### config.mk
export PLATFORM = sky130hd
export DESIGN_NAME = poci_shift_out_flat
export DESIGN_NICKNAME = d
export VERILOG_FILES = /design/src/rtl/poci_shift_out_if.sv /design/src/rtl/poci_shift_out.sv /design/src/flat_wrapper.sv
export SDC_FILE = /design/constraint.sdc
export NUM_CORES = 1
export LEC_CHECK = 0
export BUFFER_PORTS_ARGS = -buffer_cell sky130_fd_sc_hd__buf_2
export CAP_MARGIN = 15
export CORE_UTILIZATION = 34
export DETAILED_ROUTE_END_ITERATION = 7
export GPL_TIMING_DRIVEN = 1
export PLACE_DENSITY = 0.6
export SLEW_MARGIN = 20
export SYNTH_ARGS = -nofsm -noshare
export SYNTH_HDL_FRONTEND = slang
export SYNTH_SLANG_ARGS = --single-unit
export TNS_END_PERCENT = 20
### constraint.sdc
create_clock -name sclk -period 1.4 [get_ports sclk]
set_input_delay 0.35 -clock sclk [delete_from_list [all_inputs] [get_ports sclk]]
set_output_delay 0.35 -clock sclk [all_outputs]
set_load 0.01 [all_outputs]
### src/rtl/poci_shift_out_if.sv
// Byte-stream bundle between the PICO receiver side and the POCI transmitter.
// The master modport is the controller/PICO side; the slave modport is the transmitter.
interface poci_shift_out_if #(
  parameter int unsigned CNT_W = 8
);
  logic             msg_flag;
  logic [7:0]       mux_control_signal;
  logic [7:0]       reg_rdata;
  logic             serial_out;
  logic             serial_oe;
  logic [CNT_W-1:0] byte_cnt;
  logic             sync_err;

  modport master (
    output msg_flag, mux_control_signal, reg_rdata,
    input  serial_out, serial_oe, byte_cnt, sync_err
  );

  modport slave (
    input  msg_flag, mux_control_signal, reg_rdata,
    output serial_out, serial_oe, byte_cnt, sync_err
  );
endinterface

### src/rtl/poci_shift_out.sv
// POCI transmitter: loads a header or register byte at every byte boundary, shifts it MSB-first.
// Define POCI_STATUS_EN to carry the sticky sync_err in bit 0 of the header byte.
module poci_shift_out #(
  parameter logic        IDLE_LEVEL = 1'b0,
  parameter logic [7:0]  HEADER     = 8'hA4,
  parameter int unsigned CNT_W      = 8
) (
  input logic             sclk,
  input logic             rstn,
  poci_shift_out_if.slave bus
);

  typedef enum logic [1:0] {StIdle, StHdr, StData} state_e;

  localparam logic [CNT_W-1:0] CntMax = '1;

  state_e           state_q, state_d;
  logic [7:0]       shreg_q, shreg_d;
  logic [2:0]       bit_cnt_q, bit_cnt_d;
  logic [CNT_W-1:0] byte_cnt_q, byte_cnt_d;
  logic             sync_err_q, sync_err_d;
  logic [7:0]       header;

`ifdef POCI_STATUS_EN
  assign header = {HEADER[7:1], sync_err_q};
`else
  logic unused_header;
  assign unused_header = ^HEADER;
  assign header        = 8'h00;
`endif

  always_ff @(posedge sclk) begin
    if (!rstn) begin
      state_q    <= StIdle;
      shreg_q    <= 8'h00;
      bit_cnt_q  <= 3'd0;
      byte_cnt_q <= '0;
      sync_err_q <= 1'b0;
    end else begin
      state_q    <= state_d;
      shreg_q    <= shreg_d;
      bit_cnt_q  <= bit_cnt_d;
      byte_cnt_q <= byte_cnt_d;
      sync_err_q <= sync_err_d;
    end
  end

  always_comb begin
    state_d    = state_q;
    shreg_d    = shreg_q;
    bit_cnt_d  = bit_cnt_q;
    byte_cnt_d = byte_cnt_q;
    sync_err_d = sync_err_q;
    if (bus.msg_flag) begin
      // A boundary anywhere but after the LSB is flagged, but we still realign to it.
      if ((state_q != StIdle) && (bit_cnt_q != 3'd7)) begin
        sync_err_d = 1'b1;
      end
      bit_cnt_d = 3'd0;
      if (bus.mux_control_signal == 8'h00) begin
        shreg_d    = header;
        state_d    = StHdr;
        byte_cnt_d = CNT_W'(1);
      end else begin
        shreg_d    = bus.reg_rdata;
        state_d    = StData;
        byte_cnt_d = (byte_cnt_q == CntMax) ? byte_cnt_q : byte_cnt_q + CNT_W'(1);
      end
    end else begin
      unique case (state_q)
        StHdr, StData: begin
          if (bit_cnt_q == 3'd7) begin
            // Missing boundary after the LSB: stop driving the pad.
            sync_err_d = 1'b1;
            state_d    = StIdle;
          end else begin
            shreg_d   = {shreg_q[6:0], 1'b0};
            bit_cnt_d = bit_cnt_q + 3'd1;
          end
        end
        default: ;
      endcase
    end
  end

  assign bus.serial_out = (state_q == StIdle) ? IDLE_LEVEL : shreg_q[7];
  assign bus.serial_oe  = (state_q != StIdle);
  assign bus.byte_cnt   = byte_cnt_q;
  assign bus.sync_err   = sync_err_q;

endmodule

### src/flat_wrapper.sv
// flat-port wrapper written by rule: the top's interface ports become plain ports
module poci_shift_out_flat 
#(
  parameter logic        IDLE_LEVEL = 1'b0,
  parameter logic [7:0]  HEADER     = 8'hA4,
  parameter int unsigned CNT_W      = 8
)
  (sclk, rstn, bus_msg_flag, bus_mux_control_signal, bus_reg_rdata, bus_serial_out, bus_serial_oe, bus_byte_cnt, bus_sync_err);
  poci_shift_out_if #(.CNT_W(CNT_W)) bus_i ();
  input logic sclk;
  input logic rstn;
  input wire logic [$bits(bus_i.msg_flag)-1:0] bus_msg_flag;
  input wire logic [$bits(bus_i.mux_control_signal)-1:0] bus_mux_control_signal;
  input wire logic [$bits(bus_i.reg_rdata)-1:0] bus_reg_rdata;
  output wire logic [$bits(bus_i.serial_out)-1:0] bus_serial_out;
  output wire logic [$bits(bus_i.serial_oe)-1:0] bus_serial_oe;
  output wire logic [$bits(bus_i.byte_cnt)-1:0] bus_byte_cnt;
  output wire logic [$bits(bus_i.sync_err)-1:0] bus_sync_err;
  assign bus_i.msg_flag = bus_msg_flag;
  assign bus_i.mux_control_signal = bus_mux_control_signal;
  assign bus_i.reg_rdata = bus_reg_rdata;
  assign bus_serial_out = bus_i.serial_out;
  assign bus_serial_oe = bus_i.serial_oe;
  assign bus_byte_cnt = bus_i.byte_cnt;
  assign bus_sync_err = bus_i.sync_err;
  poci_shift_out #(.IDLE_LEVEL(IDLE_LEVEL), .HEADER(HEADER), .CNT_W(CNT_W)) u_core (.sclk(sclk), .rstn(rstn), .bus(bus_i));
endmodule
-- Word-level counts from Yosys, hierarchy flattened
Index checks and enable logic that the tools add are counted.
- mux-type cells: 15
- reductions and logical operators: 13
- bitwise logic cells: 2
- equality and inequality tests: 8
- add/sub/neg operators: 2
- operators by type and width (kind ; count):
    $mux 8 ; 6
    $add 8x1->8 const B ; 1
    $eq 8x8->1 const B ; 1
    $logic_not 8->1 ; 1
    $mux 2 ; 4
    $reduce_and 2->1 ; 4
    $reduce_bool 2->1 ; 3
    $mux 1 ; 5
    $ne 2x1->1 const B ; 2
    $reduce_or 2->1 ; 2
    $add 3x1->3 const B ; 1
    $eq 3x3->1 const B ; 1
    $ne 3x3->1 const B ; 1
    $reduce_and 3->1 ; 1
    $eq 2x1->1 const B ; 1
    $eq 2x2->1 const B ; 1
    $logic_not 2->1 ; 1
    $ne 2x2->1 const B ; 1
    $not 1->1 ; 2
    $logic_and 1x1->1 ; 1
- input port bits: 19
- word-level logic and storage cells: 45
- output and inout bits: 11
- register bits: 22

-- Logic depth before layout (Yosys ltp)
Gate-level depths: netlist of the first run.
- word-level depth: 4
- mapped depth: 7
- depth with buffers taken out: 6

-- Least setup slack after synthesis of the first run
Ideal clock, no wire load.
- kind: flip-flop to flip-flop
- from: reg u_core.state_q[0]
- to: reg u_core.shreg_q[7]
- setup slack: -0.142 ns
- cell stages (with the launch flop): 8
- library setup time: 0.123 ns
- clock period less this slack: 1.542 ns
- path buffers: 1
- data arrival time: 1.420 ns
- required time: 1.277 ns
- cells stage by stage: dfxtp_1 > inv_1 > ha_1 > nor2b_1 > clkbuf_1 > or2_2 > o21ai_0 > nor2_1
- longest elaborated chain between the ends: 4
- elaborated cells between the ends (all ways): 5
- those cells by class: 2 x eq/ne; 3 x reduce/logical
- ends and longest elaborated chain (element ; line ; text):
    start: declaration ; poci_shift_out.sv:17 ; state_e state_q, state_d;
    start signal: assignment ; poci_shift_out.sv:34 ; state_q <= StIdle;
    start signal: assignment ; poci_shift_out.sv:40 ; state_q <= state_d;
    $eq 2x1->1 / $eq 2x2->1 (equally long branches) ; poci_shift_out.sv:70 ; unique case (state_q)
    $reduce_or 2->1 * ; poci_shift_out.sv:70 ;
    $reduce_bool 2->1 (no source line) * ; n/a ;
    $reduce_and 2->1 (no source line) * ; n/a ;
    end signal: assignment ; poci_shift_out.sv:41 ; shreg_q <= shreg_d;
    end: declaration ; poci_shift_out.sv:18 ; logic [7:0] shreg_q, shreg_d;
Mark *: on every way between the ends. The rest lies on a longest branch, timed or not.
A chain may end at the register's enable or synchronous reset.

-- Worst setup path after layout of the first run
- from: reg u_core.state_q[0]
- to: reg u_core.shreg_q[3]
The elaborated chain is that of the path after synthesis.

==> flow_summary.toml, run 1 <==
[sta]
tns_ns = -0.106
final_max_slew_viol_count = 0
worst_slew_pin_slew_ns = 0.409
rsz0062_at_grt = "yes"
setup_ws_ns = -0.0328
timing.slew.headroom_pct = 72.7
finalClockSkew_ns = 0.00228
max_freq_mhz = 698
fin_crit_ns = 1.43
final-hold-violation-count = 0
period_share_pct = 102
setup_viol_count_final = 8

[global_route]
grt-ovfl-total = 0
antenna_found_initial = 0
grt_max_degree = 24
grt_pass1_vias = 1026
grt_pass1_wl_um = 4310
grt_util_all_layers_pct = 15.7

[power]
p_int_mw = 0.923
power_leakage_nw = 0.649
clockPowerShare_pct = 28.1
peakVddDrop_v = 0.000534
p_comb_share_pct = 17.6
totalPowerFinal_mw = 1.24
switching_share_pct = 25.8
power_switching_mw = 0.320
powerDensity_nw_per_um2 = 837
power_frac_seq_pct = 54.3

[yosys]
syn-num-nets = 144
synthArstFlopShare_pct = 0
synth_edf_count = 0
synth_ff_type = "dfxtp_1"
syn_avg_cell_area_um2 = 9.22
synth-seq-cells = 22
synth_area_um2 = 1120
yosysSeqAreaShare_pct = 39.5
yosys_warnings = 0
synthCells = 121
ys_types = 43

[placement]
port_buffers = 29
gp_congestion = 0.803
dpl.hpwl_um = 1830

[min_path]
hold_class = "input pin to flip-flop"
min_from = "bus_reg_rdata[5]"
min_to = "u_core.shreg_q[5]"
worstHoldPathCells = 3

[outcome]
outcome = "complete, but fails checks"
violations = "setup timing"

[finish]
multi_input_area_um2 = 698
n_antenna_cell = 0
utilization_pct = 48.3
regArea_um2 = 447
nets = 184
fillers = 315
layout-drive-gt1-share_pct = 46.9
areaGrowthSynthToFinish_pct = 33.2

[clocking]
clock_latency_ns = 0.30
cts_made_buffers = 3
cts_hold_buf = 0
cts_tree = "done"
clk_pin_slew_ns = 0.12
clock_tree.buffer_depth = 2
clock-sinks = 22
cts-root-buf = "clkbuf_4"
htree_levels = 1

[detailed_routing]
vias = 1053
vias_per_cell = 5.16
drt_iter0_drc = 28
drt_pre_antenna_iters = 4
wl_per_cell_um = 11.9
detail-route-antenna-nets = 0
drc_errors = 0
drt_wl_total_um = 2430

[worst_setup_path]
startpoint_type = "flip-flop"
end_kind = "flip-flop"
reg2reg_to = "u_core.shreg_q[3]"
rrSetupSlack_ns = -0.03
cp_max_fo = 7
critPathKind = "flip-flop to flip-flop"
required_ns = 1.60
critPathArrivalTime_ns = 1.63
rr_worst_depth = 7
r2r-start = "u_core.state_q[0]"

[floorplanning]
initial_utilization_pct = 36.3
die_y_um = 59.3
core_area_um2 = 3080
ios = 30
die-area_um2 = 3520
rows = 20
die_w_um = 59.3

[flow_run]
max_cap_violations = 0
## how the worst max path moves through the flow
stage / from / endpoint / cells after the start
2_1_floorplan: u_core.bus.byte_cnt[0] / u_core.bus.byte_cnt[1] / 5
3_3_place_gp: bus_mux_control_signal[5] / u_core.bus.byte_cnt[1] / 5
3_5_place_dp: bus_mux_control_signal[5] / u_core.bus.byte_cnt[1] / 5
4_1_cts: u_core.state_q[1] / bus_serial_out / 4
5_1_grt: u_core.state_q[1] / bus_serial_out / 4
6_report: u_core.state_q[0] / u_core.shreg_q[3] / 7
## cell usage in the layout, fill, tap and decap left out, types with 4 or more instances in the layout
cell type	n
buf_2	29
dfxtp_1	17
nor2_1	15
buf_4	9
nand2_1	7
o21ai_1	7
a221oi_2	6
a21oi_1	5
dfxtp_2	5
nand3_1	4
## area by class of cell
class	instances	share of cell area, %
repair buffers	40	15.8
well taps	44	3.70
inverters	4	1.01
multi-input cells	90	47.0
flip-flops and latches	22	30.1
clock buffers	4	2.44
## power by group through the flow
| stage | Clock (mW) | Sequential, mW | Combinational [mW] |
|---|---|---|---|
| finish | 0.350 | 0.675 | 0.219 |
| global route | 0.401 | 0.679 | 0.244 |
| CTS | 0.364 | 0.673 | 0.203 |
| detailed placement | 0 | 0.686 | 0.194 |
| global placement | 0 | 0.685 | 0.191 |
| floorplan | 0 | 0.688 | 0.115 |
## logic make-up (layout without fill, tap and decap cells)
| kind of cell | after synthesis | count (layout) | synth area share (%) |
|---|---|---|---|
| and+or+nand+nor | 45 | 45 | 23.0 |
| buffers and inverters | 9 | 48 | 3.70 |
| DFF | 22 | 22 | 39.5 |
| AOI/OAI and AO/OA | 38 | 38 | 26.8 |
| xor gates and xnor gates | 1 | 1 | 0.785 |
| muxes | 2 | 2 | 1.79 |
| adders and majority gates | 4 | 4 | 4.48 |
## timing repair
| action | CTS | global route |
|---|---|---|
| gates resized for setup | 8 | 14 |
| endpoints found under the setup margin | 13 | 18 |
| buffers inserted | 0 | 2 |
| pin swaps | 1 | 3 |
## layer usage
metal / wire length, um / up-vias / track usage [%] / part of all wire [%]
li1: - / 529 / - / -
met1: 1130 / 501 / 19.6 / 46
met2: 1170 / 21 / 27.8 / 48
met3: 120 / 2 / 3.28 / 4.9
met4: 14 / 0 / 3.06 / 0.58
met5: 0 / - / 0 / 0
## critical path, cell delays in order (launching register included)
cell     delay (ns)
dfxtp_2        0.36
inv_2          0.05
ha_4           0.23
nor2b_4        0.14
buf_6          0.11
or2_4          0.26
o21ai_2        0.14
nor2_1         0.06
## sequential cells by signal, indices dropped and copies added, names as in the netlist
| register | flops |
|---|---|
| u_core.state_q | 2 |
| u_core.bus.byte_cnt | 8 |
| u_core.bit_cnt_q | 3 |
| u_core.bus.sync_err | 1 |
| u_core.shreg_q | 8 |
## through the flow
stage	hold WS, ns	instances	area [um2]	setup slack (ns)
floorplan	0.442	121	1120	-0.0310
global placement	0.452	198	1360	-0.119
detailed placement	0.453	198	1360	-0.175
CTS	0.290	202	1420	-0.0443
global route	0.291	204	1490	-0.135
finish	0.297	204	1490	-0.0328
## cell usage after synthesis, drive strengths merged, types with 3 or more instances
library cell  count  area share (%)
a21oi             7             4.1
a221oi            7             7.2
and2              3             2.1
clkbuf            4             1.3
dfxtp            22              39
ha                4             4.5
inv               4             1.3
nand2             8             2.7
nand3             4             1.8
nor2             16             5.6
nor2b             4             2.2
o21ai            11             5.3
Power figures use the tool's default switching activity.
==> inputs of run 2 (changes only) <==
--- a/config.mk
+++ b/config.mk
@@ -7,10 +7,11 @@
 export LEC_CHECK = 0
 export BUFFER_PORTS_ARGS = -buffer_cell sky130_fd_sc_hd__buf_2
 export CAP_MARGIN = 15
-export CORE_UTILIZATION = 34
+export CORE_UTILIZATION = 35
+export CTS_BUF_LIST = sky130_fd_sc_hd__clkbuf_4
 export DETAILED_ROUTE_END_ITERATION = 7
-export GPL_TIMING_DRIVEN = 1
-export PLACE_DENSITY = 0.6
+export GPL_TIMING_DRIVEN = 0
+export PLACE_DENSITY = 0.61
 export SLEW_MARGIN = 20
 export SYNTH_ARGS = -nofsm -noshare
 export SYNTH_HDL_FRONTEND = slang
==> run 2 against run 1 <==
Compared with the run above:
- the run still ends with setup timing left
- routed wire length is 6.3% higher
- clock skew is 0.0078 ns higher
- die area is 2.8% lower
- cell count is 2.9% lower
- first-iteration DRC count is 39% lower
- critical path type is now flip-flop to primary output
- highest routed layer unchanged
==> flow_summary.toml, run 2 (synthesized netlist as in run 1, its figures left out) <==
[detailed_routing]
detail-route-antenna-nets = 0
drt_iter0_drc = 17
vias = 1037
drt_pre_antenna_iters = 3
drc_errors = 0
drt_wl_total_um = 2590
vias_per_cell = 5.24
wl_per_cell_um = 13.1

[flow_run]
max_cap_violations = 0

[finish]
nets = 178
areaGrowthSynthToFinish_pct = 31.7
utilization_pct = 48.6
layout-drive-gt1-share_pct = 44.2
final_cells = 198
final_common_cell = "buf_2"
design_area_um2 = 1470
mostFrequentLayoutCells = "buf_2, dfxtp_1, nor2_1"
n_antenna_cell = 0

[worst_setup_path]
cp_max_fo = 3
reg2reg_to = "u_core.bus.byte_cnt[1]"
r2r-start = "u_core.bus.byte_cnt[0]"
startpoint_type = "flip-flop"
critPathKind = "flip-flop to primary output"
rrSetupSlack_ns = 0.05
critPathLaunch = "u_core.state_q[1]"
rr_worst_depth = 5
end_kind = "primary output"
endpoint = "bus_serial_out"
critPathArrivalTime_ns = 1.12
required_ns = 1.05

[global_route]
grt_pass1_vias = 992
grt_max_degree = 14
antenna_found_initial = 0
grt_util_all_layers_pct = 16.2
grt_pass1_wl_um = 4160
grt-ovfl-total = 0

[power]
peakVddDrop_v = 0.000468
power_leakage_nw = 0.611
powerDensity_nw_per_um2 = 938

[sta]
finalClockSkew_ns = 0.0101
period_share_pct = 105
setup_ws_ns = -0.0676
max_freq_mhz = 681
setup_viol_count_final = 1
tns_ns = -0.0676
timing.slew.headroom_pct = 57.6
fin_crit_ns = 1.47
worst_slew_pin_slew_ns = 0.636
rsz0062_at_grt = "yes"
final-hold-violation-count = 0
final_max_slew_viol_count = 0

[floorplanning]
die_w_um = 58.5
ios = 30
die_y_um = 58.5
initial_utilization_pct = 36.9
die-area_um2 = 3420
rows = 20
core_area_um2 = 3030

[clocking]
htree_levels = 1
clock-sinks = 22
cts-root-buf = "clkbuf_4"
clock_latency_ns = 0.32
clock_tree.buffer_depth = 2
clk_pin_slew_ns = 0.13
cts_tree = "done"
cts_hold_buf = 0
cts_made_buffers = 3

[placement]
dpl_cell_area_um2 = 1320
dpl_worst_slack_ns = -0.175
gp_congestion = 0.762
port_buffers = 29
dp.cells = 194
dpl.hpwl_um = 1910

[outcome]
violations = "setup timing"
outcome = "complete, but fails checks"

[min_path]
hold_class = "input pin to flip-flop"
run 2: layer usage:
metal	vias up	GRT usage, %	routed length (um)
li1	512	-	-
met1	487	18.8	1170
met2	30	28.1	1190
met3	8	3.30	145
met4	0	8.50	76
met5	-	0	0
run 2: final cells by class:
class,instances,area [um2]
Clock buffer,3,22.5
Fill cell,310,1560
Multi-Input combinational cell,90,724
Sequential cell,22,448
Inverter,4,15.0
Buffer,4,22.5
Clock inverter,1,30.0
Timing Repair Buffer,30,153
Tap cell,44,55.1
run 2: timing repair:
item                       in CTS  in global routing
gates resized for setup        14                 10
setup buffers                   1                  0
setup endpoints to repair      15                 16
pin swaps                       2                  0
run 2: how the worst min path moves through the flow:
| stage | from | endpoint | cells after the start | slack (ns) |
|---|---|---|---|---|
| after global placement | u_core.bus.sync_err | u_core.bus.sync_err | 1 | 0.45 |
| final | bus_reg_rdata[5] | u_core.shreg_q[5] | 3 | 0.28 |
| after detailed placement | u_core.bus.sync_err | u_core.bus.sync_err | 1 | 0.45 |
| after CTS | bus_reg_rdata[5] | u_core.shreg_q[5] | 3 | 0.27 |
| after floorplan | u_core.state_q[0] | u_core.state_q[0] | 2 | 0.44 |
| after global routing | bus_reg_rdata[5] | u_core.shreg_q[5] | 3 | 0.28 |
run 2: critical path, cell delays in order, from the launching register on:
cell	delay, ns
dfxtp_2	0.36
inv_2	0.04
ha_4	0.16
nor2b_1	0.10
buf_2	0.14
run 2: per-stage QoR:
step                hold slack [ns]  total power [mW]
floorplan                     0.442             0.802
global placement              0.452             0.870
detailed placement            0.452             0.876
CTS                           0.273              1.38
global route                  0.277              1.46
finish                        0.283              1.38
run 2: power breakdown:
part / leakage (nW) / switching [mW] / internal (mW)
Sequential: 0.183 / 0.0235 / 0.657
Clock: 0.0279 / 0.203 / 0.290
Combinational: 0.401 / 0.108 / 0.0975
